## config.mk

```make
export PLATFORM = sky130hd
export DESIGN_NAME = slurm32_memory_arbiter
export DESIGN_NICKNAME = d
export VERILOG_FILES = /design/src/rtl/slurm32_memory_arbiter.sv
export SDC_FILE = /design/constraint.sdc
export NUM_CORES = 1
export LEC_CHECK = 0
export CORE_MARGIN = 2
export CORE_UTILIZATION = 35
export DETAILED_ROUTE_END_ITERATION = 12
export PLACE_DENSITY = 0.77
export SETUP_SLACK_MARGIN = 0.1
export SYNTH_ARGS = -nofsm -noshare
export SYNTH_HDL_FRONTEND = slang
export SYNTH_SLANG_ARGS = --single-unit
```

## constraint.sdc

```tcl
create_clock -name CLK -period 2 [get_ports CLK]
set_input_delay 0.4 -clock CLK [delete_from_list [all_inputs] [get_ports CLK]]
set_output_delay 0.4 -clock CLK [all_outputs]
set_load 0.05 [all_outputs]
```

## src/rtl/slurm32_memory_arbiter.sv

```systemverilog
// Arbitrates instruction fetches and data loads/stores onto one shared memory port.
// One port transaction is outstanding at a time; data wins unless a fetch has starved too long.
module slurm32_memory_arbiter #(
    parameter int STARVE_LIMIT = 4
) (
    input  logic        CLK,
    input  logic        RST,
    input  logic        instruction_request,
    input  logic [29:0] instruction_address,
    output logic        instruction_valid,
    output logic [31:0] instruction_in,
    output logic [29:0] instruction_address_in,
    input  logic        load_memory,
    input  logic        store_memory,
    input  logic [29:0] load_store_address,
    input  logic [31:0] memory_out,
    input  logic [3:0]  memory_mask,
    output logic        memory_request_successful,
    output logic [31:0] memory_in,
    output logic        memory_valid,
    output logic        mem_req,
    output logic        mem_wr,
    output logic [29:0] mem_address,
    output logic [31:0] mem_wdata,
    output logic [3:0]  mem_wmask,
    input  logic        mem_ready,
    input  logic        mem_rvalid,
    input  logic [31:0] mem_rdata
);

    localparam int CNT_W = (STARVE_LIMIT < 1) ? 1 : $clog2(STARVE_LIMIT + 1);
    localparam logic [CNT_W-1:0] LIMIT = CNT_W'(STARVE_LIMIT);

    typedef enum logic [1:0] {IDLE, WAIT_FETCH, WAIT_LOAD} state_t;

    state_t           state_q, state_d;
    logic [CNT_W-1:0] starve_cnt_q, starve_cnt_d;
    logic [29:0]      fetch_addr_q, fetch_addr_d;
    logic             instruction_valid_q, instruction_valid_d;
    logic             memory_valid_q, memory_valid_d;
    logic [31:0]      instruction_in_q, instruction_in_d;
    logic [31:0]      memory_in_q, memory_in_d;
    logic [29:0]      instruction_address_in_q, instruction_address_in_d;

    logic sel_data;
    logic sel_fetch;
    logic grant;

    // Source selection is only meaningful in IDLE and never while reset is held.
    always_comb begin
        sel_data  = 1'b0;
        sel_fetch = 1'b0;
        if (!RST && state_q == IDLE) begin
            sel_data  = (load_memory | store_memory) &&
                        ((starve_cnt_q < LIMIT) || !instruction_request);
            sel_fetch = !sel_data && instruction_request;
        end
    end

    assign mem_req                   = sel_data | sel_fetch;
    assign mem_wr                    = sel_data & store_memory;
    assign mem_address               = sel_data ? load_store_address : instruction_address;
    assign mem_wdata                 = memory_out;
    assign mem_wmask                 = mem_wr ? memory_mask : 4'hF;
    assign memory_request_successful = sel_data & mem_ready;
    assign grant                     = mem_req & mem_ready;

    always_comb begin
        state_d                  = state_q;
        starve_cnt_d             = starve_cnt_q;
        fetch_addr_d             = fetch_addr_q;
        instruction_valid_d      = 1'b0;
        memory_valid_d           = 1'b0;
        instruction_in_d         = instruction_in_q;
        memory_in_d              = memory_in_q;
        instruction_address_in_d = instruction_address_in_q;

        case (state_q)
            IDLE: begin
                if (grant && sel_fetch) begin
                    fetch_addr_d = instruction_address;
                    state_d      = WAIT_FETCH;
                end else if (grant && !store_memory) begin
                    state_d = WAIT_LOAD;
                end
            end
            WAIT_FETCH: begin
                if (mem_rvalid) begin
                    instruction_in_d         = mem_rdata;
                    instruction_address_in_d = fetch_addr_q;
                    instruction_valid_d      = 1'b1;
                    state_d                  = IDLE;
                end
            end
            WAIT_LOAD: begin
                if (mem_rvalid) begin
                    memory_in_d    = mem_rdata;
                    memory_valid_d = 1'b1;
                    state_d        = IDLE;
                end
            end
            default: state_d = IDLE;
        endcase

        // Counts data grants taken while a fetch waits; saturates so the fetch wins next.
        if (!instruction_request || (grant && sel_fetch)) begin
            starve_cnt_d = '0;
        end else if (grant && sel_data && starve_cnt_q < LIMIT) begin
            starve_cnt_d = starve_cnt_q + 1'b1;
        end
    end

    always_ff @(posedge CLK) begin
        if (RST) begin
            state_q                  <= IDLE;
            starve_cnt_q             <= '0;
            instruction_valid_q      <= 1'b0;
            memory_valid_q           <= 1'b0;
            instruction_in_q         <= '0;
            memory_in_q              <= '0;
            instruction_address_in_q <= '0;
        end else begin
            state_q                  <= state_d;
            starve_cnt_q             <= starve_cnt_d;
            instruction_valid_q      <= instruction_valid_d;
            memory_valid_q           <= memory_valid_d;
            instruction_in_q         <= instruction_in_d;
            memory_in_q              <= memory_in_d;
            instruction_address_in_q <= instruction_address_in_d;
        end
    end

    // The latched fetch address is only read in WAIT_FETCH, so it needs no reset.
    always_ff @(posedge CLK) begin
        fetch_addr_q <= fetch_addr_d;
    end

    assign instruction_valid      = instruction_valid_q;
    assign memory_valid           = memory_valid_q;
    assign instruction_in         = instruction_in_q;
    assign memory_in              = memory_in_q;
    assign instruction_address_in = instruction_address_in_q;

endmodule

```

==> flow_summary.json <==
{
  "cts_root_buf": "clkbuf_16",
  "multi_input_area_um2": 2291,
  "crit_fanout": 5,
  "cts_buffers": 17,
  "hold_depth": 3,
  "slew_violations": 0,
  "placed_cell_area_um2": 8078,
  "cts_tree": "yes",
  "worst_slew_pin_slew_ns": 0.6750,
  "drt-pass1-iter-count": 4,
  "ys_ff_latch": 131,
  "finalPower_mw": 7.139,
  "dieArea_um2": 16090,
  "antenna_found_initial": 0,
  "syn-num-nets": 699,
  "setup_ws_ns": -0.4253,
  "arrival_ns": 2.03,
  "p_sw_share_pct": 25.80,
  "dp_hpwl_um": 10430,
  "setup_viol": 71,
  "grt_pass1_vias": 4677,
  "antenna_cells": 0,
  "tns_ns": -23.44,
  "net-switching-power_mw": 1.842,
  "max_cap_viol_count": 0,
  "port_buffers": 235,
  "initial_core_util_pct": 36.07,
  "wire_per_inst_um": 16.43,
  "ant_nets": 0,
  "pwr-share-comb_pct": 19.9,
  "cts_buffer_depth": 2,
  "dp_cells": 938,
  "io_pins": 300,
  "cts_sinks": 131,
  "cellInternalPower_mw": 5.297,
  "synth_ff_type": "dfxtp_1",
  "routabilityCongestion": 0.7767,
  "fin_crit_sh_pct": 121.3,
  "final_area_um2": 9311,
  "met2_wirelength_um": 8421,
  "hp-class": "primary input to register",
  "nNetsFinal": 937,
  "dr.max_layer_used": "met4",
  "rows": 44,
  "grt_setup_unrepaired": "yes",
  "via_per_inst": 4.796,
  "period_needed_ns": 2.425,
  "yosysWarnings": 0,
  "netlist_area_um2": 5283,
  "crit_type": "register to output pin",
  "syn-instance-count": 560,
  "status": "finished, violations left",
  "vdd_drop_max_uv": 498.0,
  "wl_met3_um": 1519,
  "ys_types": 32,
  "power_density_nw_per_um2": 766.7,
  "violations": "setup timing",
  "drt_wl_total_um": 16350,
  "drtIter0Drc": 206,
  "drcViolationCount": 0,
  "clock_skew_ns": 0.007030,
  "wl_met1_um": 6124,
  "finalNonFillerCells": 995,
  "rr_worst_depth": 17,
  "clkLatencyLatePin_ns": 0.41,
  "htree_levels": 4,
  "chipWidth_um": 126.9,
  "avgSynthCellArea_um2": 9.433,
  "grt_overflow": 0,
  "fillers": 1147,
  "cp-start-kind": "register",
  "synth-edff-count": 30,
  "ys_async_sr_fraction_pct": 0,
  "post_route_cells_drive_above_1_share_pct": 27.62,
  "regArea_um2": 2925,
  "p_leak_nw": 4.079,
  "path_clk_slew_ns": 0.05,
  "yosysSeqAreaShare_pct": 55.33,
  "pwr-share-seq_pct": 38.7,
  "die_h_um": 126.9,
  "cp.required_ns": 1.60,
  "grt_max_degree": 56,
  "finalHoldViolCount": 0,
  "p_clk_share_pct": 41.4,
  "relSlewSlack_pct": 55.00,
  "grt_usage_pct": 19.17,
  "final_common_cell": "nand2_1",
  "final_cell_mix": "nand2_1 (160), clkdlybuf4s50_1 (100), dfxtp_1 (99), dlygate4sd2_1 (93), a21oi_1 (81)",
  "clock.fmax_ghz": 0.4123,
  "cp-end-kind": "output pin",
  "area_growth_pct": 76.27,
  "core_area_um2": 14640,
  "grt_pass1_wl_um": 24090,
  "post-route-util_pct": 63.59,
  "vias": 4772
}
[through the flow]
stage	hold WS (ns)	worst slack (ns)
global placement	0.4404	-0.3978
finish	0.3073	-0.4253
detailed placement	0.4459	-0.4191
global route	0.2934	-0.5140
CTS	0.2886	-0.4453
floorplan	0.4356	0.1187
[cell families after synthesis]
logic type | after synthesis | synth area share (%)
AOI/OAI and AO/OA | 105 | 10.35
adders and majority gates | 4 | 0.9475
buffers and inverters | 72 | 8.100
DFF | 131 | 55.33
muxes | 30 | 8.456
and+or+nand+nor | 218 | 16.82
[sequential cells by signal (all words and copies together), names as in the netlist]
signal,count
state_q,2
memory_valid,1
fetch_addr_q,30
memory_in,32
instruction_valid,1
instruction_in,32
instruction_address_in,30
starve_cnt_q,3
[critical path: stages (launching register included)]
cell and delay (ns):
dfxtp_2 0.33, inv_2 0.05, ha_4 0.15, and2b_2 0.21, nand3_4 0.15, buf_12 0.14
buf_16 0.12, mux2_4 0.31, buf_12 0.15
[layout make-up]
cell class | count | area share, %
Tap cell | 184 | 2.472
Sequential cell | 131 | 31.42
Timing Repair Buffer | 285 | 35.15
Inverter | 6 | 0.2419
Clock inverter | 8 | 0.8331
Multi-Input combinational cell | 357 | 24.60
Clock buffer | 24 | 5.281
[what timing repair did]
item / in CTS / in global routing
setup endpoints to repair: 129 / 71
setup buffers: 17 / 2
resized for setup: 132 / 83
hold buffers: 0 / 0
gates cloned: 4 / 4
pin swaps: 4 / 24
[power groups by stage]
stage,clock network (mW),logic (mW),registers (mW)
floorplan,0,0.695,2.92
global placement,0,1.27,2.82
detailed placement,0,1.28,2.82
CTS,3.01,1.36,2.76
global route,3.14,1.48,2.77
finish,2.95,1.42,2.76
[synth_stat cells, types with 3 or more instances]
cell type	count	area share [%]
buf_6	3	0.64
inv_1	6	0.43
or2_2	5	0.59
edfxtp_1	30	17
mux2_4	29	8.2
dfxtp_1	101	38
clkbuf_1	19	1.4
a21oi_1	98	9.3
nor2_1	3	0.21
nand2_1	194	14
buf_2	12	1.1
and2_1	3	0.36
buf_4	32	4.5
ha_1	4	0.95
[routing by layer]
| layer | track usage [%] | vias up |
|---|---|---|
| met1 | 21.78 | 2227 |
| li1 | - | 2306 |
| met2 | 32.76 | 216 |
| met5 | 0 | - |
| met3 | 8.140 | 23 |
| met4 | 5.947 | 0 |
[path summary, 6_finish.rpt]
kind                                            startpoint  slack (ns)                         end
worst min register to register  instruction_address_in[26]        0.45  instruction_address_in[26]
worst min-delay path                                   RST        0.31  instruction_address_in[15]
worst max-delay path                            state_q[1]       -0.43              mem_address[1]
worst max register to register                  state_q[0]       -0.38                memory_in[8]
Note: power is estimated with default switching activity, not from simulation.
